===== src/rtl/uart_rx_fifo_pkg.sv =====
// Shared UART FIFO definitions: FCR trigger encodings with their decoded levels,
// entry flag positions above the character bits, and small helpers.
package uart_rx_fifo_pkg;

    localparam logic [1:0] TRIG_1  = 2'b00;
    localparam logic [1:0] TRIG_4  = 2'b01;
    localparam logic [1:0] TRIG_8  = 2'b10;
    localparam logic [1:0] TRIG_14 = 2'b11;

    localparam int TRIG_1_LVL  = 32'sd1;
    localparam int TRIG_4_LVL  = 32'sd4;
    localparam int TRIG_8_LVL  = 32'sd8;
    localparam int TRIG_14_LVL = 32'sd14;

    // Flag offsets above the DATA_W character bits of a stored entry
    localparam int ENT_PE = 32'sd0;
    localparam int ENT_FE = 32'sd1;
    localparam int ENT_BI = 32'sd2;

    // Levels scale with depth; the named levels above are the DEPTH=16 values
    function automatic int trig_decode(input logic [1:0] code, input int depth);
        int lvl;
        case (code)
            TRIG_1:  lvl = TRIG_1_LVL;
            TRIG_4:  lvl = depth / 32'sd4;
            TRIG_8:  lvl = depth / 32'sd2;
            TRIG_14: lvl = depth - 32'sd2;
            default: lvl = TRIG_1_LVL;
        endcase
        return lvl;
    endfunction

    function automatic logic any_flag(input logic [2:0] flags);
        return |flags;
    endfunction

endpackage


===== src/rtl/uart_fifo_mem.sv =====
// Register-array FIFO storage: one synchronous write port, one asynchronous read port.
// Contents are not reset; the owning FIFO masks its outputs while empty.
module uart_fifo_mem #(
    parameter int DEPTH = 16,
    parameter int WIDTH = 11
) (
    input  logic                     clk,
    input  logic                     we,
    input  logic [$clog2(DEPTH)-1:0] waddr,
    input  logic [WIDTH-1:0]         wdata,
    input  logic [$clog2(DEPTH)-1:0] raddr,
    output logic [WIDTH-1:0]         rdata
);

    logic [WIDTH-1:0] mem_r [DEPTH];

    // Write port
    always_ff @(posedge clk) begin
        if (we) begin
            mem_r[waddr] <= wdata;
        end
    end

    assign rdata = mem_r[raddr];

endmodule


===== src/rtl/uart_rx_fifo.sv =====
// UART receive FIFO: stores characters with pe/fe/bi flags, tracks occupancy and
// erroneous entries, and presents the head entry show-ahead.
module uart_rx_fifo
    import uart_rx_fifo_pkg::*;
#(
    parameter int DEPTH  = 16,
    parameter int DATA_W = 8
) (
    input  logic                     clk,
    input  logic                     rst_n,
    input  logic                     push,
    input  logic [DATA_W-1:0]        push_data,
    input  logic                     push_pe,
    input  logic                     push_fe,
    input  logic                     push_bi,
    input  logic                     pop,
    input  logic                     fifo_clr,
    input  logic [1:0]               trig_lvl,
    output logic [DATA_W-1:0]        rd_data,
    output logic                     dr,
    output logic                     below_level,
    output logic                     pe,
    output logic                     fe,
    output logic                     bi,
    output logic                     fifo_err,
    output logic                     overrun,
    output logic [$clog2(DEPTH):0]   count,
    output logic                     full
);

    localparam int AW = $clog2(DEPTH);
    localparam int CW = AW + 1;
    localparam int EW = DATA_W + 3;

    logic [AW-1:0] wr_ptr_r;
    logic [AW-1:0] rd_ptr_r;
    logic [CW-1:0] count_r;
    logic [CW-1:0] err_cnt_r;
    logic          overrun_r;

    logic          full_s;
    logic          head_vld_s;
    logic          push_ok_s;
    logic          pop_ok_s;
    logic          drop_s;
    logic          err_inc_s;
    logic          err_dec_s;
    logic [CW-1:0] count_nxt_s;
    logic [CW-1:0] err_cnt_nxt_s;
    logic [EW-1:0] wr_entry_s;
    logic [EW-1:0] rd_entry_s;
    logic [2:0]    head_flags_s;
    logic          below_s;

    assign full_s       = (count_r == CW'(DEPTH));
    assign head_vld_s   = (count_r != {CW{1'b0}});
    assign wr_entry_s   = {push_bi, push_fe, push_pe, push_data};
    assign head_flags_s = {rd_entry_s[DATA_W+ENT_BI], rd_entry_s[DATA_W+ENT_FE],
                           rd_entry_s[DATA_W+ENT_PE]};

    // Accept/drop decisions and next occupancy; a pop frees room for a push when full
    always_comb begin
        push_ok_s     = push && (!full_s || pop);
        pop_ok_s      = pop && head_vld_s;
        drop_s        = push && full_s && !pop;
        err_inc_s     = push_ok_s && any_flag({push_bi, push_fe, push_pe});
        err_dec_s     = pop_ok_s && any_flag(head_flags_s);
        count_nxt_s   = count_r;
        err_cnt_nxt_s = err_cnt_r;
        case ({push_ok_s, pop_ok_s})
            2'b10:   count_nxt_s = count_r + {{(CW-1){1'b0}}, 1'b1};
            2'b01:   count_nxt_s = count_r - {{(CW-1){1'b0}}, 1'b1};
            default: count_nxt_s = count_r;
        endcase
        case ({err_inc_s, err_dec_s})
            2'b10:   err_cnt_nxt_s = err_cnt_r + {{(CW-1){1'b0}}, 1'b1};
            2'b01:   err_cnt_nxt_s = err_cnt_r - {{(CW-1){1'b0}}, 1'b1};
            default: err_cnt_nxt_s = err_cnt_r;
        endcase
    end

    // Pointer, occupancy, error-count and overrun state; FCR clear discards same-cycle events
    always_ff @(posedge clk or negedge rst_n) begin
        if (!rst_n) begin
            wr_ptr_r  <= {AW{1'b0}};
            rd_ptr_r  <= {AW{1'b0}};
            count_r   <= {CW{1'b0}};
            err_cnt_r <= {CW{1'b0}};
            overrun_r <= 1'b0;
        end else if (fifo_clr) begin
            wr_ptr_r  <= {AW{1'b0}};
            rd_ptr_r  <= {AW{1'b0}};
            count_r   <= {CW{1'b0}};
            err_cnt_r <= {CW{1'b0}};
            overrun_r <= 1'b0;
        end else begin
            if (push_ok_s) begin
                wr_ptr_r <= wr_ptr_r + {{(AW-1){1'b0}}, 1'b1};
            end
            if (pop_ok_s) begin
                rd_ptr_r <= rd_ptr_r + {{(AW-1){1'b0}}, 1'b1};
            end
            count_r   <= count_nxt_s;
            err_cnt_r <= err_cnt_nxt_s;
            overrun_r <= drop_s;
        end
    end

    uart_fifo_mem #(
        .DEPTH (DEPTH),
        .WIDTH (EW)
    ) u_mem (
        .clk   (clk),
        .we    (push_ok_s && !fifo_clr),
        .waddr (wr_ptr_r),
        .wdata (wr_entry_s),
        .raddr (rd_ptr_r),
        .rdata (rd_entry_s)
    );

    // Trigger comparison follows trig_lvl combinationally
    always_comb begin
        below_s = (int'(count_r) < trig_decode(trig_lvl, DEPTH));
    end

    assign rd_data     = head_vld_s ? rd_entry_s[DATA_W-1:0] : {DATA_W{1'b0}};
    assign pe          = head_vld_s & head_flags_s[0];
    assign fe          = head_vld_s & head_flags_s[1];
    assign bi          = head_vld_s & head_flags_s[2];
    assign dr          = head_vld_s;
    assign below_level = below_s;
    assign fifo_err    = (err_cnt_r != {CW{1'b0}});
    assign overrun     = overrun_r;
    assign count       = count_r;
    assign full        = full_s;

endmodule


===== config.mk =====
export PLATFORM = sky130hd
export DESIGN_NAME = uart_rx_fifo
export DESIGN_NICKNAME = d
export VERILOG_FILES = /design/src/rtl/uart_rx_fifo_pkg.sv /design/src/rtl/uart_fifo_mem.sv /design/src/rtl/uart_rx_fifo.sv
export SDC_FILE = /design/constraint.sdc
export NUM_CORES = 1
export LEC_CHECK = 0
export CORE_ASPECT_RATIO = 1.75
export CORE_MARGIN = 10
export CORE_UTILIZATION = 45
export DETAILED_ROUTE_END_ITERATION = 8
export PLACE_DENSITY = 0.72
export SETUP_SLACK_MARGIN = 0.15
export SLEW_MARGIN = 20
export SYNTH_ARGS = -nofsm -noshare
export SYNTH_HDL_FRONTEND = slang
export SYNTH_HIERARCHICAL = 1
export SYNTH_SLANG_ARGS = --single-unit

===== constraint.sdc =====
create_clock -name clk -period 3.8 [get_ports clk]
set_input_delay 0.57 -clock clk [delete_from_list [all_inputs] [get_ports clk]]
set_output_delay 0.57 -clock clk [all_outputs]
set_load 0.005 [all_outputs]

# [Word-level counts from Yosys, hierarchy flattened]
# Memory sizes are Yosys's and may differ from the RTL's.
# Cells that the tools add are included.
[word_totals] ramBits=176 out_inout_bits=21 rom_bits=0 regBits=19 word_cells=57 latch_bits=0 mem_count=1
[op_classes] n_reduce_logical=20 order_cmp=1 div_mod_pow=0 n_addsub=6 n_mul=0 eq_ne=8 bitwise=3 mux=13 n_shift=0
[memory_table] name="u_mem.mem_r" depth=16 width=11 read_ports=1 rd_ports_with_merged_regs=0 write_ports=1 line_no="uart_fifo_mem.sv:15" source="logic [WIDTH-1:0] mem_r [DEPTH];"
[ops] operator="$pmux 32 s4" n=1
[ops] operator="$lt 6x32->1" n=1
[ops] operator="$pmux 5 s2" n=2
[ops] operator="$mux 4" n=4
[ops] operator="$add 5x1->5 const B" n=2
[ops] operator="$mux 5" n=2
[ops] operator="$reduce_bool 5->1" n=2
[ops] operator="$sub 5x1->5 const B" n=2
[ops] operator="$add 4x1->4 const B" n=2
[ops] operator="$eq 2x2->1 const B" n=4
[ops] operator="$mux 8" n=1
[ops] operator="$logic_and 1x1->1" n=7
[ops] operator="$eq 2x1->1 const B" n=3
[ops] operator="$reduce_bool 3->1" n=2
[ops] operator="$reduce_or 3->1" n=2
[ops] operator="$eq 5x5->1 const B" n=1
[ops] operator="$reduce_bool 2->1" n=2
[ops] operator="$and 1x1->1" n=3
[ops] operator="$logic_not 1->1" n=3
[ops] operator="$mux 1" n=3
[ops] operator="$logic_not 2->1" n=1
[ops] operator="$logic_or 1x1->1" n=1

# [Depth between registers and ports, before layout]
[logic_depth] ltp_word=8 depth_mapped=14 depth_no_buf=12

# [Modules after synthesis]
# Netlist, hierarchy kept.
[modules_own_cells] module="uart_fifo_mem" area_each_um2=6819.0 seq_area_each_um2=5285.1 cells_per_inst=294 instances=1
[modules_own_cells] module="uart_rx_fifo" area_each_um2=1412.6 seq_area_each_um2=475.5 cells_per_inst=153 instances=1

# [Least setup slack after synthesis]
# No wires, ideal clock.
[synth_path] kind="reg2reg" from="reg rd_ptr_r[0]" to="reg err_cnt_r[4]" setup_time_ns=0.132 n_path_buf=2 t_arrival_ns=2.931 stages_incl_launch_ff=14 slack_ns=0.737 t_required_ns=3.668 cell_sequence="dfrtp_1 buf_6 buf_8 mux4_1 a22oi_1 nand2_1 o31a_1 o211ai_2 inv_2 ha_1 a31o_2 a32oi_1 xor2_1 nor2_1"
[synth_between] elab_chain_len=6 word_cells_on_any_way=8 classes_between="eq/ne (2); mux (2); reduce/logical (3); memory (1)"
[synth_lines] element="start: declaration" line_no="uart_rx_fifo.sv:36" source="logic [AW-1:0] rd_ptr_r;"
[synth_lines] element="start signal: assignment" line_no="uart_rx_fifo.sv:86" source="rd_ptr_r <= {AW{1'b0}};"
[synth_lines] element="start signal: assignment" line_no="uart_rx_fifo.sv:92" source="rd_ptr_r <= {AW{1'b0}};"
[synth_lines] element="start signal: assignment" line_no="uart_rx_fifo.sv:101" source="rd_ptr_r <= rd_ptr_r + {{(AW-1){1'b0}}, 1'b1};"
[synth_lines] element="$mem_v2 16x11 (*)"
[synth_lines] element="via rd_entry_s[9]" line_no="uart_rx_fifo.sv:51" source="logic [EW-1:0] rd_entry_s;"
[synth_lines] element="$reduce_or 3->1 (*)" line_no="uart_rx_fifo_pkg.sv:34" source="return |flags;"
[synth_lines] element="$logic_and 1x1->1 (*)" line_no="uart_rx_fifo.sv:67" source="err_dec_s = pop_ok_s && any_flag(head_flags_s);"
[synth_lines] element="$eq 2x1->1 / $eq 2x2->1 (equally long branches)" line_no="uart_rx_fifo.sv:75" source="case ({err_inc_s, err_dec_s})"
[synth_lines] element="$pmux 5 s2" line_no="uart_rx_fifo.sv:75"
[synth_lines] element="$mux 5" line_no="uart_rx_fifo.sv:90" source="end else if (fifo_clr) begin"
[synth_lines] element="end signal: assignment" line_no="uart_rx_fifo.sv:88" source="err_cnt_r <= {CW{1'b0}};"
[synth_lines] element="end signal: assignment" line_no="uart_rx_fifo.sv:94" source="err_cnt_r <= {CW{1'b0}};"
[synth_lines] element="end signal: assignment" line_no="uart_rx_fifo.sv:104" source="err_cnt_r <= err_cnt_nxt_s;"
[synth_lines] element="end: declaration" line_no="uart_rx_fifo.sv:38" source="logic [CW-1:0] err_cnt_r;"
# The timed path passes the listed nets; every way through them passes the cells marked *.
# A chain may end at the register's enable or synchronous reset.

# [Final worst setup path]
[layout_path] from="reg rd_ptr_r[0]" to="out rd_data[5]"
[layout_between] elab_chain_len=2
[layout_lines] element="$mem_v2 16x11"
[layout_lines] element="via rd_entry_s[5]" line_no="uart_rx_fifo.sv:51"
[layout_lines] element="$mux 8" line_no="uart_rx_fifo.sv:126" source="assign rd_data = head_vld_s ? rd_entry_s[DATA_W-1:0] : {DATA_W{1'b0}};"
[layout_lines] element="end: declaration" line_no="uart_rx_fifo.sv:19" source="output logic [DATA_W-1:0] rd_data,"
# The timed path passes the listed nets, and every way through them passes these cells.

==> results by group <==
Synthesis
  • Synth unique cells: 54
  • Sequential share of the synthesized area: 0.700
  • Flops & latches, synth: 195
  • Ys Warns: 6
  • Post-synth EDFFs: approximately 180
  • Post-Syn Area per Cell: about 18 sq um
  • Asr flop ratio synth: 0.0974
  • Post-Syn Area: slightly above 8000 sq um
  • Synth Flop Type: edfxtp_1
  • Syn nets: about 480
  • Post-Syn Instances: approximately 450

Flow run
  • Max-cap viol count: 0

Finish
  • Final core occ: 0.528
  • Most frequent cells in the layout: edfxtp_1, clkdlybuf4s50_1, nor2_1
  • Diode count: 0
  • Commonest non-fill, non-tap cell in the layout: edfxtp_1
  • Layout Cells excl Fill: about 750
  • Nets: between 500 and 600
  • P&R area growth vs syn: 15.8%
  • Fillers: 1400
  • Layout cells sized above 1: 0.175
  • Design area: between 9000 and 10000 sq um

Critical path
  • RR Startpoint: rd_ptr_r[0]
  • Total stage count of the critical path: 6
  • Setup crit end kind: output port
  • CP required: around 3.2 ns
  • Buf+Inv Stages, Crit Path: 2
  • CP delay by family, top: buffers and inverters
  • R2r setup slk: between 0.5 and 0.6 ns
  • Critical-path top delay cell: dfrtp_4
  • CP Launch Type: flip-flop
  • Worst reg2reg path endpoint: err_cnt_r[4]
  • CP cell instances: buf_4, mux4_1, a22oi_1, nand2_1, and2_1, clkdlybuf4s50_1
  • R2R depth: 12
  • Worst endpoint data arrival time: 2.95 ns
  • Critical path type: flip-flop to output port
  • CP max stage delay: roughly 0.60 ns
  • Peak fanout along the critical path: 16

STA
  • Tcrit/Tclk final: 0.926
  • FMAX: 284 MHz
  • Final setup fails: 0
  • Hold Fails Final Rpt: 0
  • TNS Setup: 0 ns
  • Slew HR: 0.350
  • Worst slew pin tran: 0.972 ns
  • RSZ-0062 raised after global routing: no
  • Slew Limit Fails: 0
  • Minimum clock period: 3.52 ns
  • Setup Skew: 0.0136 ns

Power and ir drop
  • Pwr Density: approximately 600 nW/um^2
  • Sequential power share: 0.450
  • Clk pwr share: 0.307
  • Sw power: between 0.001 and 0.0015 W
  • Leakage: 3.22 nW
  • Int Power: about 0.0042 W
  • Sw frac: 0.261
  • Max IR drop VDD: 0.308 mV
  • Combinational share of power: 0.243

Route
  • # DRC: 0
  • Wire per inst: 23.1 um
  • WL final: about 17000 um
  • Drt via density: 5.73
  • Drt first pass iters: 5
  • Via count: roughly 4300
  • DRT antenna net count: 0
  • Initial DRC Count: 332

Worst hold path
  • Hold Crit Start: err_cnt_r[4]
  • Hold path depth: 2
  • Hold endpoint: err_cnt_r[4]
  • HP Class: flip-flop to flip-flop

Placed design
  • Buffers added on ports: 38
  • GP Congestion: 0.837
  • Cell count after placement: between 700 and 800
  • DP Wirelength: 12000 um
  • Area after DPL: about 9000 sq um

Floorplanning
  • Initial cell density of the core: 0.456
  • IO Count: 39
  • Die W: around 120 um
  • Core footprint: approximately 18000 sq um
  • Die Y: 199 um
  • Die area: 24300 sq um
  • Row count: 65

Global route
  • Largest net degree at the start of global routing: 23
  • GRT overflow: 0
  • Number of global-route vias before repair: between 4000 and 5000
  • Total track usage: 0.149
  • Initial antenna violation count: 0
  • Global-route wire length before repair: 26500 um

Clocking
  • Number of H-tree branching levels: 4
  • Skew-Pair Late Insertion Delay: ~0.43 ns
  • CTS tree: yes
  • Post-CTS Setup Bufs: 0
  • Clock Pin Slew Worst Setup and Hold Paths: about 0.07 ns
  • Clock buffer depth: 2
  • TritonCTS buffer count: 17
  • Root buffer cell: clkbuf_16
  • Sink Count: about 200

Status
  • Outcome: finished, final reports clean
cells in the mapped netlist (6+ instances only):
cell,count,share of area
clkbuf_1,6,0.0027
xor2_1,7,0.0074
ha_1,10,0.015
dfrtp_1,19,0.058
inv_1,10,0.0046
mux4_1,21,0.067
a22oi_1,22,0.020
nand2_1,16,0.0073
nand3_1,7,0.0043
nor2_1,30,0.014
and2_1,12,0.0091
nor3_1,7,0.0043
edfxtp_1,176,0.64
mux4_2,23,0.063
a21oi_1,7,0.0043
power groups by stage:
stage	registers [W]	logic, W	clock network (W)
finish	0.00256	0.00138	0.00174
global route	0.00257	0.00149	0.00186
CTS	0.00256	0.00139	0.00177
detailed placement	0.00260	0.00138	0
global placement	0.00260	0.00134	0
floorplan	0.00251	0.00100	0
worst reg2reg max path, cell delays in order, from the launching register on:
cell,delay [ns]
dfrtp_4,0.60
mux4_1,0.61
a22oi_1,0.20
nand2_1,0.10
o31a_1,0.36
o211ai_2,0.14
xnor2_1,0.11
ha_1,0.23
or3_1,0.33
a21oi_1,0.18
a32oi_1,0.09
xor2_1,0.17
nor2_1,0.06
flip-flops by register name, indices dropped and copies added, names as in the netlist:
signal       flops
wr_ptr_r         4
err_cnt_r        5
overrun          1
count            5
rd_ptr_r         4
u_mem/mem_r    176
cell families (layout without fill, tap and decap cells):
family	after synthesis	after routing	share of synthesized area
flops	195	195	0.700
simple gates	93	93	0.0567
compound gates	56	56	0.0521
mux	52	52	0.140
buf+inv	31	104	0.0237
fa+ha+maj	11	11	0.0176
xor+xnor	9	9	0.00958
metal layers:
| layer | routed length, um | GRT usage |
|---|---|---|
| met5 | 0 | 0 |
| met3 | 896 | 0.0312 |
| met1 | 6300 | 0.161 |
| met2 | 9850 | 0.268 |
| met4 | 374 | 0.0701 |
timing repair:
item                                    4_1_cts  5_1_grt
gates resized for setup                       2        2
endpoints found under the setup margin        5        2
hold buffers                                  0        0
worst max-delay path by stage:
| stage | from | to | slack [ns] |
|---|---|---|---|
| after global placement | rd_ptr_r[2] | err_cnt_r[4] | 0.47 |
| after detailed placement | push_fe | err_cnt_r[4] | 0.37 |
| after floorplan | rd_ptr_r[0] | err_cnt_r[4] | 0.74 |
| after CTS | rd_ptr_r[0] | rd_data[6] | 0.23 |
| after global routing | rd_ptr_r[0] | rd_data[5] | 0.18 |
| final | rd_ptr_r[0] | rd_data[5] | 0.28 |
final cells by class:
type	instances	area (sq um)	share of cell area
flip-flops and latches	195	5770	0.605
multi-input cells	221	2290	0.240
repair buffers	63	576	0.0604
clock buffers	20	437	0.0458
well taps	234	293	0.0307
clock inverters	10	135	0.0142
inverters	11	41.3	0.00433
through the flow:
step	hold WS, ns	setup slack, ns	total power [W]
after global placement	0.546	0.468	0.00394
after floorplan	0.274	0.737	0.00351
after CTS	0.579	0.230	0.00572
final	0.570	0.283	0.00568
after detailed placement	0.562	0.375	0.00398
after global routing	0.605	0.182	0.00592
Power figures use the tool's default switching activity.
